File: config.mk
export PLATFORM = sky130hd
export DESIGN_NAME = fetch_pc_unit_flat
export DESIGN_NICKNAME = d
export VERILOG_FILES = /design/src/rtl/ctrl_pkg.sv /design/src/rtl/fetch_pc_unit_if.sv /design/src/rtl/fetch_pc_unit_return_stack.sv /design/src/rtl/fetch_pc_unit.sv /design/src/flat_wrapper.sv
export SDC_FILE = /design/constraint.sdc
export NUM_CORES = 1
export LEC_CHECK = 0
export BUFFER_PORTS_ARGS = -buffer_cell sky130_fd_sc_hd__buf_2
export CAP_MARGIN = 20
export CORE_ASPECT_RATIO = 1.5
export CORE_UTILIZATION = 55
export DETAILED_ROUTE_END_ITERATION = 6
export PLACE_DENSITY = 0.76
export SYNTH_ARGS = -nofsm -noshare
export SYNTH_HDL_FRONTEND = slang
export SYNTH_SLANG_ARGS = --single-unit
File: constraint.sdc
create_clock -name clk_i -period 8.41 [get_ports clk_i]
set_input_delay 0.4205 -clock clk_i [delete_from_list [all_inputs] [get_ports clk_i]]
set_output_delay 0.4205 -clock clk_i [all_outputs]
set_load 0.05 [all_outputs]
File: src/rtl/ctrl_pkg.sv
// Shared types and constants for the fetch / PC stage and the control FSM.
package ctrl_pkg;

    localparam int PC_W    = 12;
    localparam int INST_W  = 18;
    localparam int STACK_D = 8;
    localparam logic [PC_W-1:0] INT_VECTOR = 12'h001;

    // PC operation codes issued by the control FSM; codes 1000-1111 act as HOLD.
    typedef enum logic [3:0] {
        PC_HOLD   = 4'b0000,
        PC_INCR   = 4'b0001,
        PC_BRANCH = 4'b0010,
        PC_JUMP   = 4'b0011,
        PC_JSB    = 4'b0100,
        PC_RET    = 4'b0101,
        PC_INT    = 4'b0110,
        PC_RETI   = 4'b0111
    } pc_op_e;

    typedef enum logic [1:0] {
        FETCH_IDLE = 2'd0,
        FETCH_BUS  = 2'd1,
        FETCH_DONE = 2'd2
    } fetch_state_e;

    // Sign-extend an 8-bit branch displacement to PC width.
    function automatic logic [PC_W-1:0] sext_disp(input logic [7:0] d);
        return {{(PC_W-8){d[7]}}, d};
    endfunction

endpackage

File: src/rtl/fetch_pc_unit_if.sv
// Instruction-bus handshake between the fetch stage (master) and memory (slave).
interface fetch_pc_unit_if;
    import ctrl_pkg::*;

    logic              cyc;
    logic              stb;
    logic [PC_W-1:0]   adr;
    logic [INST_W-1:0] dat;
    logic              ack;

    modport master (output cyc, stb, adr, input  dat, ack);
    modport slave  (input  cyc, stb, adr, output dat, ack);
endinterface

File: src/rtl/fetch_pc_unit_return_stack.sv
// Circular return-address stack. When full, a push overwrites the oldest
// entry; a pop when empty yields zero. Both conditions raise sticky flags.
module return_stack
    import ctrl_pkg::*;
#(
    parameter int DEPTH = STACK_D
) (
    input  logic            clk_i,
    input  logic            rst_i,
    input  logic            push_i,
    input  logic            pop_i,
    input  logic [PC_W-1:0] push_data_i,
    output logic [PC_W-1:0] pop_data_o,
    output logic            ovf_o,
    output logic            unf_o
);
    localparam int PTR_W = $clog2(DEPTH);

    logic [PC_W-1:0]  mem_q [DEPTH];
    logic [PTR_W-1:0] ptr_q;      // next slot to write; top of stack is ptr_q-1
    logic [PTR_W:0]   count_q;
    logic             ovf_q;
    logic             unf_q;
    logic [PTR_W-1:0] top_idx;
    logic             empty;
    logic             full;

    assign top_idx    = ptr_q - PTR_W'(1);
    assign empty      = (count_q == '0);
    assign full       = (count_q == (PTR_W+1)'(DEPTH));
    assign pop_data_o = empty ? '0 : mem_q[top_idx];
    assign ovf_o      = ovf_q;
    assign unf_o      = unf_q;

    // Storage entries: write the slot under the pointer on push.
    generate
        for (genvar gi = 0; gi < DEPTH; gi++) begin : g_entry
            always_ff @(posedge clk_i) begin
                if (push_i && (ptr_q == PTR_W'(gi))) begin
                    mem_q[gi] <= push_data_i;
                end
            end
        end
    endgenerate

    // Pointer, occupancy and sticky error flags.
    always_ff @(posedge clk_i) begin
        if (rst_i) begin
            ptr_q   <= '0;
            count_q <= '0;
            ovf_q   <= 1'b0;
            unf_q   <= 1'b0;
        end else if (push_i) begin
            ptr_q <= ptr_q + PTR_W'(1);
            if (full) begin
                ovf_q <= 1'b1;
            end else begin
                count_q <= count_q + (PTR_W+1)'(1);
            end
        end else if (pop_i) begin
            if (empty) begin
                unf_q <= 1'b1;
            end else begin
                ptr_q   <= top_idx;
                count_q <= count_q - (PTR_W+1)'(1);
            end
        end
    end

endmodule

File: src/rtl/fetch_pc_unit.sv
// Instruction fetch and program-counter stage: runs the instruction-bus
// handshake into the IR and applies PC operations from the control FSM.
module fetch_pc_unit
    import ctrl_pkg::*;
(
    input  logic              clk_i,
    input  logic              rst_i,
    input  logic              fetch_req_i,
    input  logic [3:0]        pc_op_i,
    input  logic [7:0]        disp_i,
    input  logic [PC_W-1:0]   addr_i,
    fetch_pc_unit_if.master   bus,
    output logic [INST_W-1:0] ir_o,
    output logic              ir_valid_o,
    output logic [PC_W-1:0]   pc_o,
    output logic              int_active_o,
    output logic              stack_ovf_o,
    output logic              stack_unf_o
);
    fetch_state_e      state_q, state_d;
    logic [PC_W-1:0]   adr_q;
    logic [INST_W-1:0] ir_q;
    logic              adr_load;
    logic              ir_load;
    logic              bus_active;
    logic              ir_valid;

    logic [PC_W-1:0]   pc_q, pc_d;
    logic [PC_W-1:0]   int_pc_q, int_pc_d;
    logic              int_active_q, int_active_d;
    logic [PC_W-1:0]   pc_inc;
    logic              push;
    logic              pop;
    logic [PC_W-1:0]   pop_data;

    assign bus.cyc      = bus_active;
    assign bus.stb      = bus_active;
    assign bus.adr      = adr_q;
    assign ir_o         = ir_q;
    assign ir_valid_o   = ir_valid;
    assign pc_o         = pc_q;
    assign int_active_o = int_active_q;
    assign pc_inc       = pc_q + PC_W'(1);

    // Fetch FSM state register.
    always_ff @(posedge clk_i) begin
        if (rst_i) begin
            state_q <= FETCH_IDLE;
        end else begin
            state_q <= state_d;
        end
    end

    // Fetch FSM next state and outputs; ack only matters while in BUS.
    always_comb begin
        state_d    = state_q;
        bus_active = 1'b0;
        ir_valid   = 1'b0;
        adr_load   = 1'b0;
        ir_load    = 1'b0;
        case (state_q)
            FETCH_IDLE: begin
                if (fetch_req_i) begin
                    adr_load = 1'b1;
                    state_d  = FETCH_BUS;
                end
            end
            FETCH_BUS: begin
                bus_active = 1'b1;
                if (bus.ack) begin
                    ir_load = 1'b1;
                    state_d = FETCH_DONE;
                end
            end
            FETCH_DONE: begin
                ir_valid = 1'b1;
                state_d  = FETCH_IDLE;
            end
            default: state_d = FETCH_IDLE;
        endcase
    end

    // Bus address is latched at fetch start so PC ops cannot disturb a cycle.
    always_ff @(posedge clk_i) begin
        if (rst_i) begin
            adr_q <= '0;
            ir_q  <= '0;
        end else begin
            if (adr_load) adr_q <= pc_q;
            if (ir_load)  ir_q  <= bus.dat;
        end
    end

    // PC operation decode.
    always_comb begin
        pc_d         = pc_q;
        int_pc_d     = int_pc_q;
        int_active_d = int_active_q;
        push         = 1'b0;
        pop          = 1'b0;
        case (pc_op_i)
            PC_INCR:   pc_d = pc_inc;
            PC_BRANCH: pc_d = pc_inc + sext_disp(disp_i);
            PC_JUMP:   pc_d = addr_i;
            PC_JSB: begin
                push = 1'b1;
                pc_d = addr_i;
            end
            PC_RET: begin
                pop  = 1'b1;
                pc_d = pop_data;
            end
            PC_INT: begin
                int_pc_d     = pc_q;
                pc_d         = INT_VECTOR;
                int_active_d = 1'b1;
            end
            PC_RETI: begin
                pc_d         = int_pc_q;
                int_active_d = 1'b0;
            end
            default: ;
        endcase
    end

    // PC and interrupt-return registers.
    always_ff @(posedge clk_i) begin
        if (rst_i) begin
            pc_q         <= '0;
            int_pc_q     <= '0;
            int_active_q <= 1'b0;
        end else begin
            pc_q         <= pc_d;
            int_pc_q     <= int_pc_d;
            int_active_q <= int_active_d;
        end
    end

    return_stack #(.DEPTH(STACK_D)) u_stack (
        .clk_i       (clk_i),
        .rst_i       (rst_i),
        .push_i      (push),
        .pop_i       (pop),
        .push_data_i (pc_inc),
        .pop_data_o  (pop_data),
        .ovf_o       (stack_ovf_o),
        .unf_o       (stack_unf_o)
    );

endmodule
File: src/flat_wrapper.sv
// flat-port wrapper written by rule: the top's interface ports become plain ports
module fetch_pc_unit_flat import ctrl_pkg::*;
  (clk_i, rst_i, fetch_req_i, pc_op_i, disp_i, addr_i, ir_o, ir_valid_o, pc_o, int_active_o, stack_ovf_o, stack_unf_o, bus_cyc, bus_stb, bus_adr, bus_dat, bus_ack);
  fetch_pc_unit_if bus_i ();
  input  logic clk_i;
  input  logic rst_i;
  input  logic fetch_req_i;
  input  logic [3:0] pc_op_i;
  input  logic [7:0] disp_i;
  input  logic [PC_W-1:0] addr_i;
  output logic [INST_W-1:0] ir_o;
  output logic ir_valid_o;
  output logic [PC_W-1:0] pc_o;
  output logic int_active_o;
  output logic stack_ovf_o;
  output logic stack_unf_o;
  output wire logic [$bits(bus_i.cyc)-1:0] bus_cyc;
  output wire logic [$bits(bus_i.stb)-1:0] bus_stb;
  output wire logic [$bits(bus_i.adr)-1:0] bus_adr;
  input wire logic [$bits(bus_i.dat)-1:0] bus_dat;
  input wire logic [$bits(bus_i.ack)-1:0] bus_ack;
  assign bus_cyc = bus_i.cyc;
  assign bus_stb = bus_i.stb;
  assign bus_adr = bus_i.adr;
  assign bus_i.dat = bus_dat;
  assign bus_i.ack = bus_ack;
  fetch_pc_unit u_core (.clk_i(clk_i), .rst_i(rst_i), .fetch_req_i(fetch_req_i), .pc_op_i(pc_op_i), .disp_i(disp_i), .addr_i(addr_i), .bus(bus_i), .ir_o(ir_o), .ir_valid_o(ir_valid_o), .pc_o(pc_o), .int_active_o(int_active_o), .stack_ovf_o(stack_ovf_o), .stack_unf_o(stack_unf_o));
endmodule
Word level (Yosys, flattened, before mapping)
Memory sizes are Yosys's and may differ from the RTL's.
Cells that the tools add are included.
- add/sub/neg operators: 6
- equality and inequality tests: 21
- multiplexer cells: 58
- bitwise logic cells: 1
- reduce and logical (&&, ||, !) cells: 27
- operators by type and width (kind ; count):
    $mux 12 ; 8
    $reduce_or 12->1 ; 7
    $pmux 12 s6 ; 1
    $mux 1 ; 31
    $mux 3 ; 10
    $eq 4x3->1 const B ; 4
    $mux 4 ; 4
    $add 12x1->12 const B ; 1
    $add 12x12->12 ; 1
    $eq 3x3->1 const B ; 4
    $eq 4x2->1 const B ; 2
    $logic_and 1x1->1 ; 8
    $ne 2x2->1 const B ; 4
    $eq 3x2->1 const B ; 2
    $reduce_and 2->1 ; 3
    $reduce_and 3->1 ; 2
    $reduce_bool 6->1 ; 1
    $add 4x1->4 const B ; 1
    $eq 4x1->1 const B ; 1
    $eq 4x4->1 const B ; 1
    $logic_not 4->1 ; 1
    $mux 2 ; 2
    $pmux 2 s2 ; 1
    $reduce_bool 2->1 ; 2
    other kinds (11) ; 11
- register bits: 66
- bits in writable memories: 96
- input bits: 46
- word-level logic and storage cells: 124
- memories: 1
- memory list (name ; depth ; width ; read ports ; clocked after Yosys merged registers in ; wr ports ; line ; RTL):
    u_core.u_stack.mem_q ; 8 ; 12 ; 1 ; 0 ; 1 ; fetch_pc_unit_return_stack.sv:19 ; logic [PC_W-1:0] mem_q [DEPTH];

Logic depth before layout (Yosys ltp)
Gate-level depths: netlist of run 1.
- word-level depth: 13
- depth in mapped cells: 12
- depth with buffers taken out: 11

Modules after synthesis
Synthesis of run 1 repeated with hierarchy kept, for this count alone.
- cells, all modules: 685
- area total of the unflattened synthesis: 7619.8 um^2
- modules (own cells, without submodules) (module ; times used ; cells each ; area an instance (um^2) ; sequential area each (um^2)):
    return_stack ; 1 ; 237 ; 4284.1 ; 3062.9
    fetch_pc_unit ; 1 ; 448 ; 3335.7 ; 1141.1

Worst setup path before layout of run 1
No wires, ideal clock.
- path kind: reg-to-reg
- start point: register u_core.pc_q[0], in the netlist u_core.pc_o[0]
- end point: register u_core.pc_q[11], in the netlist u_core.pc_o[11]
- library setup time: 0.096 ns
- arrival time: 3.462 ns
- data required time: 8.314 ns
- path slack: 4.852 ns
- cell stages (with the launch flop): 13
- buffers on the path: 1
- period minus slack after synthesis: 3.558 ns
- cell sequence: dfxtp_1 > ha_1 > nand3_1 > nor2_1 > xor2_1 > ha_1 > and3_1 > clkbuf_1 > a221o_1 > a21oi_1 > a21boi_0 > o21a_1 > o41ai_2
- longest elaborated chain between the ends: 3
- RTL lines (element ; line ; RTL):
    from (decl) ; fetch_pc_unit.sv:28 ; logic [PC_W-1:0] pc_q, pc_d;
    from (signal assigned) ; fetch_pc_unit.sv:133 ; pc_q <= pc_d;
    $add 12x1->12 ; fetch_pc_unit.sv:43 ; assign pc_inc = pc_q + PC_W'(1);
    via u_core.pc_inc[8] ; fetch_pc_unit.sv:31 ; logic [PC_W-1:0] pc_inc;
    $add 12x12->12 ; fetch_pc_unit.sv:103 ; PC_BRANCH: pc_d = pc_inc + sext_disp(disp_i);
    $pmux 12 s6 ; fetch_pc_unit.sv:101 ; case (pc_op_i)
The timed path passes the listed nets, and every way through them passes these cells.
A chain may end at the register's enable or synchronous reset.

Worst setup path in the final report of run 1
Same ends and word-level chain as after synthesis.

==> metrics.yaml, run 1 <==
clk_latency_ns: 0.42
drv_cap: 0
vias_per_cell: 6.12
netlist_area_um2: 7620
fin_nets: 804
cts_buffer_depth: 2
wl_per_cell_um: 20.6
cts_buffers: 17
status: "finished, violations left"
root_buffer: "clkbuf_16"
drt_iter0_drc: 410
async_flop_share_pct: 0
layout_commonest_cell: "nand2_1"
cts.sinks: 162
num_vias: 5553
gr-total-overflow: 0
syn_avg_cell_area_um2: 11.6
p_total_uw: 1860
die_x_um: 98.1
cts_setup_buffers: 0
worstPathRequired_ns: 8.74
hold_viol: 0
worst_pin_slew_ns: 1.10
gp_congestion: 0.919
synth_ff_type: "edfxtp_1"
tns_ns: 0
drc: 1
max-slew-margin-rel_pct: 25.8
placedCellCount: 875
finalCriticalPeriod_ns: 3.76
final_util_pct: 64.1
rsz0062_at_grt: "no"
die_area_um2: 14300
rows: 52
report.final.slew_viol_count: 0
diodes: 0
track_usage_pct: 27.2
cp.arrival_ns: 4.09
fin_crit_sh_pct: 44.7
wl_um: 18700
r2r-start: "u_core.pc_o[0]"
hp-start: "bus_dat[16]"
yosysWarningCount: 0
r2r-end: "u_core.pc_o[11]"
max_freq_ghz: 0.266
ys_seq_area_share_pct: 55.2
cts_tree: "done"
syn_nets: 728
fillers: 1032
place_ws_ns: 4.70
synth_edf_count: 96
portBuffers: 93
setup_slack_ns: 4.65
violations: "design-rule violations"
initial_core_util_pct: 56.3
startpoint_type: "flip-flop"
cts_resized: 0
fin_cells: 908
postRouteAntennaNets: 0
ys_ff_latch: 162
firstDrtPassIters: 7
worst_setup_path_end_kind: "flip-flop"
hold_path_class: "input port to flip-flop"
clk_pin_slew_worst_paths_ns: 0.07
grt_pass1_vias: 5655
grt_max_degree: 69
hpwl_um: 13200
setup_viol: 0
reg2reg_depth: 11
synthCells: 657
core-area_um2: 13500
p_leak_uw: 0.00325
clock_skew_ns: 0.0121
yosysUniqueCellTypes: 64
power.density_nw_per_um2: 214
hold-path-cell-count: 3
syn_to_final_growth_pct: 13.9
layout-drive-gt1-share_pct: 23.2
min_to: "u_core.ir_o[16]"
irDropWorstVdd_v: 0.000180
htreeDepth: 4
boundaryPins: 94
postCtsHoldBufs: 0
path_class: "flip-flop to flip-flop"
die_h_um: 146
regToRegSetupSlack_ns: 4.65
final_cell_mix: "106 x nand2_1, 96 x edfxtp_1, 93 x buf_2"
critPathMaxFanout: 9
grt_pass1_wl_um: 29800
antenna_found_initial: 0
kinds of logic after synthesis:
logic type | after synthesis | synth area share [%]
AO/OA/AOI/OAI | 158 | 13.4
XOR/XNOR | 26 | 3.09
adder cells (fa/ha/maj) | 25 | 4.30
buffers and inverters | 60 | 4.11
flip-flops | 162 | 55.2
multiplexers | 30 | 7.89
AND/OR/NAND/NOR | 196 | 12.0
sequential cells by signal (all words and copies together), names as in the netlist:
| name | flops |
|---|---|
| u_core.int_pc_q | 12 |
| u_core.state_q | 2 |
| u_core.u_stack.ptr_q | 3 |
| u_core.u_stack.mem_q | 96 |
| u_core.u_stack.unf_o | 1 |
| u_core.u_stack.count_q | 4 |
| u_core.int_active_o | 1 |
| u_core.ir_o | 18 |
| u_core.bus.adr | 12 |
| u_core.pc_o | 12 |
| u_core.u_stack.ovf_o | 1 |
metrics by stage:
stage | hold slack (ns) | instance area, µm²
floorplan | 0.432 | 7620
global placement | 0.440 | 8070
detailed placement | 0.442 | 8070
CTS | 0.221 | 8650
global route | 0.224 | 8670
finish | 0.223 | 8670
layer usage:
| metal | GRT usage [%] | part of all wire, % | up-vias |
|---|---|---|---|
| met1 | 32.9 | 39 | 2697 |
| li1 | - | - | 2567 |
| met5 | 0 | 0 | - |
| met3 | 5.36 | 6.7 | 33 |
| met4 | 10.3 | 2.0 | 0 |
| met2 | 47.8 | 52 | 256 |
cell usage after synthesis (all sizes together), types with 13 or more instances:
master | instances | area, µm²
nand2 | 106 | 398
edfxtp | 96 | 2880
a21oi | 68 | 340
dfxtp | 66 | 1320
nor2 | 35 | 139
o21ai | 26 | 130
clkbuf | 25 | 144
mux4 | 24 | 541
ha | 23 | 288
inv | 21 | 78.8
xnor2 | 14 | 123
buf | 13 | 77.6
worst max-delay path by stage:
stage	slack (ns)	from	cells after the start	end
floorplan	4.85	u_core.pc_o[0]	12	u_core.pc_o[11]
global placement	4.93	u_core.pc_o[0]	11	u_core.pc_o[11]
detailed placement	4.70	u_core.pc_o[0]	11	u_core.pc_o[11]
CTS	4.73	u_core.pc_o[0]	11	u_core.pc_o[11]
global route	4.41	u_core.pc_o[0]	11	u_core.pc_o[11]
finish	4.65	u_core.pc_o[0]	11	u_core.pc_o[11]
cell type report:
cell class / count / area (µm²) / area share, %
Timing Repair Buffer: 96 / 508 / 5.86
Clock buffer: 17 / 425 / 4.90
Inverter: 21 / 78.8 / 0.909
Tap cell: 162 / 203 / 2.34
Multi-Input combinational cell: 435 / 3100 / 35.7
Sequential cell: 162 / 4200 / 48.5
Clock inverter: 15 / 156 / 1.80
where the power goes:
group          total, µW  internal, µW  switching [µW]
registers            870           855            14.9
clock network        767           439             328
logic                223          76.8             146
worst max-delay path, stage by stage, from the launching register on:
cell and delay (ns):
dfxtp_1 0.51, ha_1 0.29, nand3_1 0.16, nor2_1 0.28
xor2_1 0.58, ha_1 0.40, and3_1 0.27, a221o_1 0.31
a21oi_1 0.24, a21boi_0 0.16, o21a_1 0.21, o41ai_2 0.26
No activity file was read; power rests on OpenSTA's default activity.
==> run 2: changes to the inputs <==
- clock period: 8.41 -> 3.9 ns (I/O delays scaled with it)
==> metrics.yaml, run 2 (synthesized netlist as in run 1, its figures left out) <==
hold_viol: 0  # unchanged
portBuffers: 93  # unchanged
top_register: "u_core.u_stack.mem_q"
vias_per_cell: 6.09  # -0.43%
cts_buffer_depth: 2  # unchanged
report.final.slew_viol_count: 0  # unchanged
startpoint_type: "flip-flop"
fin_crit_sh_pct: 88.1  # +43 points
largest_reg_flops: 96  # unchanged
die_area_um2: 14300  # unchanged
swShare_pct: 28.0  # +1.7 points
power.density_nw_per_um2: 451  # +110%
setup_slack_ns: 0.466  # -4.18 ns
violations: "design-rule violations"
p_comb_share_pct: 12.5  # +0.5 points
worst_setup_path_end_kind: "flip-flop"
syn_to_final_growth_pct: 16.2
die_x_um: 98.1  # unchanged
max_freq_ghz: 0.291  # +9.6%
root_buffer: "clkbuf_16"
track_usage_pct: 27.8  # +0.57 points
finalCriticalPeriod_ns: 3.43  # -0.328 ns
cts_tree: "done"
final_util_pct: 65.4  # +1.3 points
postRouteAntennaNets: 0  # unchanged
antenna_found_initial: 0  # unchanged
p_total_uw: 3990  # +110%
p_sw_uw: 1120  # +130%
layout_commonest_cell: "nand2_1"
wl_per_cell_um: 20.7  # +0.42%
clk_latency_ns: 0.43  # about the same
clkPwrFrac_pct: 40.6  # -0.7 points
gr-total-overflow: 0  # unchanged
drt_iter0_drc: 327  # -20%
tns_ns: 0  # unchanged
grt_max_degree: 43  # -38%
worstPathRequired_ns: 4.23  # -4.51 ns
critPathMaxFanout: 9  # unchanged
place_ws_ns: 0.475  # -4.22 ns
firstDrtPassIters: 7  # unchanged
cts_buffers: 17  # unchanged
setup_viol: 0  # unchanged
cts_resized: 0  # unchanged
irDropWorstVdd_v: 0.000403  # +120%
path_class: "flip-flop to flip-flop"
drv_cap: 0  # unchanged
gp_congestion: 0.954  # +3.8%
cp.arrival_ns: 3.77  # -0.32 ns
post_dp_cell_area_um2: 8110  # +0.56%
diodes: 0  # unchanged
core-area_um2: 13500  # unchanged
grt_pass1_wl_um: 30100  # +1.1%
initial_core_util_pct: 56.3  # unchanged
rows: 52  # unchanged
clock_skew_ns: 0.0147  # +0.00265 ns
p_leak_uw: 0.00335  # +2.9%
fin_nets: 825  # +2.6%
final_cell_mix: "106 x nand2_1, 96 x edfxtp_1, 93 x buf_2"
drc: 1  # unchanged
rsz0062_at_grt: "no"
cts_setup_buffers: 0  # unchanged
num_vias: 5657  # +1.9%
htreeDepth: 4  # unchanged
layout-drive-gt1-share_pct: 23.5  # +0.28 points
wl_um: 19200  # +2.7%
cts.sinks: 162  # unchanged
max-slew-margin-rel_pct: 41.2  # +15 points
boundaryPins: 94  # unchanged
hpwl_um: 13300  # +0.80%
worst_pin_slew_ns: 0.875  # -0.228 ns
status: "finished, violations left"
grt_pass1_vias: 5760  # +1.9%
fin_area_um2: 8850  # +2.0%
hold_path_class: "input port to flip-flop"
die_h_um: 146  # unchanged
clk_pin_slew_worst_paths_ns: 0.07  # about the same
seqPwrFrac_pct: 46.9  # about the same
p_int_uw: 2870  # +110%
-- run 2: cell types whose count changed in the layout (fill, tap and decap cells not counted), sizes merged --
cell / before / now
buf: 96 / 101
bufinv: 2 / 0
clkinv: 3 / 2
clkinvlp: 6 / 4
dlygate4sd3: 0 / 16
inv: 25 / 30
-- run 2: worst max-delay path, cell delays in order (launching register included) --
cell      delay, ns
dfxtp_1        0.51
nand4_1        0.29
nor3_1         0.38
xnor2_1        0.36
ha_1           0.40
and3_1         0.25
a221o_1        0.31
a21oi_1        0.22
a21boi_0       0.16
o21a_1         0.20
o41ai_2        0.26
-- run 2: timing repair --
action,CTS,global route
setup endpoints to repair,0,0
endpoints found under the hold margin,15,1
hold buffers,15,1
-- run 2: power groups by stage --
stage / Combinational (µW) / Sequential (µW) / Clock (µW)
after floorplan: 289 / 1970 / 0
after global placement: 468 / 1910 / 0
after detailed placement: 475 / 1910 / 0
after CTS: 491 / 1870 / 1630
after global routing: 534 / 1880 / 1700
final: 498 / 1870 / 1620
-- run 2: cell type report --
cell class	count	area, µm²
clock buffers	17	425
clock inverters	15	156
fillers	1005	4680
inverters	21	78.8
multi-input cells	435	3100
flip-flops and latches	162	4200
well taps	162	203
repair buffers	117	686
-- run 2: per-stage QoR --
step	instances	hold slack, ns
CTS	928	0.0000858
global placement	881	0.435
global route	929	0.0224
finish	929	0.0131
floorplan	657	0.298
detailed placement	881	0.442
-- run 2: final timing paths --
path | start | endpoint | slack [ns] | cells past startpoint
worst min-delay path | bus_dat[5] | u_core.ir_o[5] | 0.01 | 3
worst max-delay path | u_core.pc_o[2] | u_core.pc_o[11] | 0.47 | 10
worst max register to register | u_core.pc_o[2] | u_core.pc_o[11] | 0.47 | 10
worst min register to register | u_core.int_pc_q[0] | u_core.int_pc_q[0] | 0.46 | 2
-- run 2: metal layers --
layer	global-route usage, %	wire [µm]
met4	11.5	531
met1	32.2	7510
met5	0	0
met2	48.8	10000
met3	6.89	1160
==> run 3: changes to the inputs <==
- clock period: 3.9 -> 3.25 ns (I/O delays scaled with it)
==> metrics.yaml, run 3 (synthesized netlist as in run 1, its figures left out) <==
violations: "design-rule violations"
hold_path_class: "input port to flip-flop"
critPathTopFamily: "compound AO/OA/AOI/OAI gates"
rsz0062_at_grt: "yes"
vias_per_cell: 6.03  # -0.98%
regToRegSetupSlack_ns: 0.14  # -0.32 ns
htreeDepth: 4  # unchanged
cts.sinks: 162  # unchanged
cp_slowest_stage_delay_ns: 0.48  # -0.03 ns
clock_skew_ns: 0.0101  # -0.00464 ns
drt_iter0_drc: 313  # -4.3%
worst_pin_slew_ns: 0.890  # +0.0154 ns
placedCellCount: 890  # +1.0%
drv_cap: 0  # unchanged
syn_to_final_growth_pct: 18.2
wl_um: 19200  # +0.18%
top_register: "u_core.u_stack.mem_q"
startpoint: "u_core.pc_o[0]"
die_area_um2: 14300  # unchanged
initial_core_util_pct: 56.3  # unchanged
layout_commonest_cell: "nand2_1"
fin_nets: 836  # +1.3%
largest_reg_flops: 96  # unchanged
cp.arrival_ns: 3.43  # -0.34 ns
cts_buffer_depth: 2  # unchanged
postRouteAntennaNets: 0  # unchanged
die_h_um: 146  # unchanged
grt_max_degree: 43  # unchanged
clk_pin_slew_worst_paths_ns: 0.07  # about the same
grt_pass1_vias: 5776  # +0.28%
layout-drive-gt1-share_pct: 25.2  # +1.8 points
cts_buffers: 17  # unchanged
endpoint: "u_core.pc_o[7]"
irDropWorstVdd_v: 0.000423  # +4.9%
fin_crit_sh_pct: 95.6  # +7.5 points
worstPathRequired_ns: 3.57  # -0.66 ns
fin_cells: 939  # +1.1%
power.density_nw_per_um2: 552  # +22%
track_usage_pct: 28.1  # +0.27 points
p_total_uw: 4970  # +24%
worst_setup_path_end_kind: "flip-flop"
final_cell_mix: "106 x nand2_1, 96 x edfxtp_1, 93 x buf_2"
finalCriticalPeriod_ns: 3.11  # -0.328 ns
gp_congestion: 0.907  # -4.9%
r2r-end: "u_core.pc_o[7]"
crit_top_cell: "ha_1"
path_class: "flip-flop to flip-flop"
cts_tree: "done"
clk_latency_ns: 0.43  # about the same
diodes: 0  # unchanged
cp_slowest_cell: "a2111o_1"
r2r-start: "u_core.pc_o[0]"
drc: 4  # +3
boundaryPins: 94  # unchanged
cp_cell_sequence: "ha_1 > nand3_1 > xnor2_1 > ha_1 > and3_1 > a2111o_1 > o311ai_2 > xor2_1 > a211oi_1 > o31a_1"
report.final.slew_viol_count: 0  # unchanged
worstSetupPathDepth: 10  # unchanged
p_leak_uw: 0.00343  # +2.4%
antenna_found_initial: 0  # unchanged
grt_pass1_wl_um: 30400  # +0.94%
hold_viol: 0  # unchanged
hpwl_um: 13700  # +3.3%
root_buffer: "clkbuf_16"
max-slew-margin-rel_pct: 40.4  # -0.83 points
portBuffers: 93  # unchanged
core-area_um2: 13500  # unchanged
critPathMaxFanout: 8  # -1
num_vias: 5662  # +0.088%
max_freq_ghz: 0.322  # +11%
hp-start: "addr_i[2]"
gr-total-overflow: 0  # unchanged
reg2reg_depth: 10  # unchanged
setup_viol: 0  # unchanged
wl_per_cell_um: 20.5  # -0.89%
status: "finished, violations left"
firstDrtPassIters: 7  # unchanged
rows: 52  # unchanged
startpoint_type: "flip-flop"
die_x_um: 98.1  # unchanged
crit_buf_inv: 0  # unchanged
run 3: changes by cell type in the layout (fill, tap and decap cells not counted), sizes merged:
cell and change:
clkinvlp -2, dlygate4sd3 +2, clkinv +2, bufinv +3, buf +9, inv -4
run 3: layout make-up:
type	instances	area, µm²
fill	986	4530
sequential	162	4210
multi-input combinational	435	3110
timing repair buffer	128	773
clock buffer	17	425
tap	162	203
clock inverter	14	199
inverter	21	78.8
run 3: per-layer routing:
layer  share of wire, %  vias to the layer above  global-route usage, %
li1                   -                     2635                      -
met1                 38                     2719                   32.3
met2                 52                      262                   49.3
met3                7.3                       46                   6.80
met4                2.5                        0                   12.2
met5                  0                        -                      0
run 3: timing repair:
item                                   CTS  global route
hold buffers                            18             0
endpoints found under the hold margin   18             0
buffers inserted                         0             0
resized for setup                        0             2
setup endpoints to repair                0             1
run 3: per-stage QoR:
stage	util [%]	hold slack (ns)	area, µm²	TNS, ns	setup WS (ns)
after global placement	60.5	0.402	8190	0	0.272
final	66.5	0.0332	9000	0	0.144
after CTS	66.5	0.0224	9000	0	0.168
after floorplan	-	0.265	7630	0	0.0133
after detailed placement	60.5	0.414	8190	0	0.188
after global routing	66.5	0.0360	9000	-0.00597	-0.00597
run 3: worst min-delay path, cell delays in order:
cell and delay, ns:
buf_2 0.08, a221oi_1 0.07, a21oi_1 0.11
run 3: worst min-delay path by stage:
stage                 endpoint  slack (ns)  depth (start not counted)
2_1_floorplan  u_core.pc_o[11]        0.27                          1
3_3_place_gp   u_core.ir_o[14]        0.40                          3
3_5_place_dp    u_core.ir_o[5]        0.41                          3
4_1_cts         u_core.pc_o[2]        0.02                          3
5_1_grt         u_core.pc_o[2]        0.04                          3
6_report        u_core.pc_o[2]        0.03                          3
run 3: where the power goes:
part           switching [µW]  internal, µW
clock                     875          1230
combinational             388           221
sequential               37.7          2210
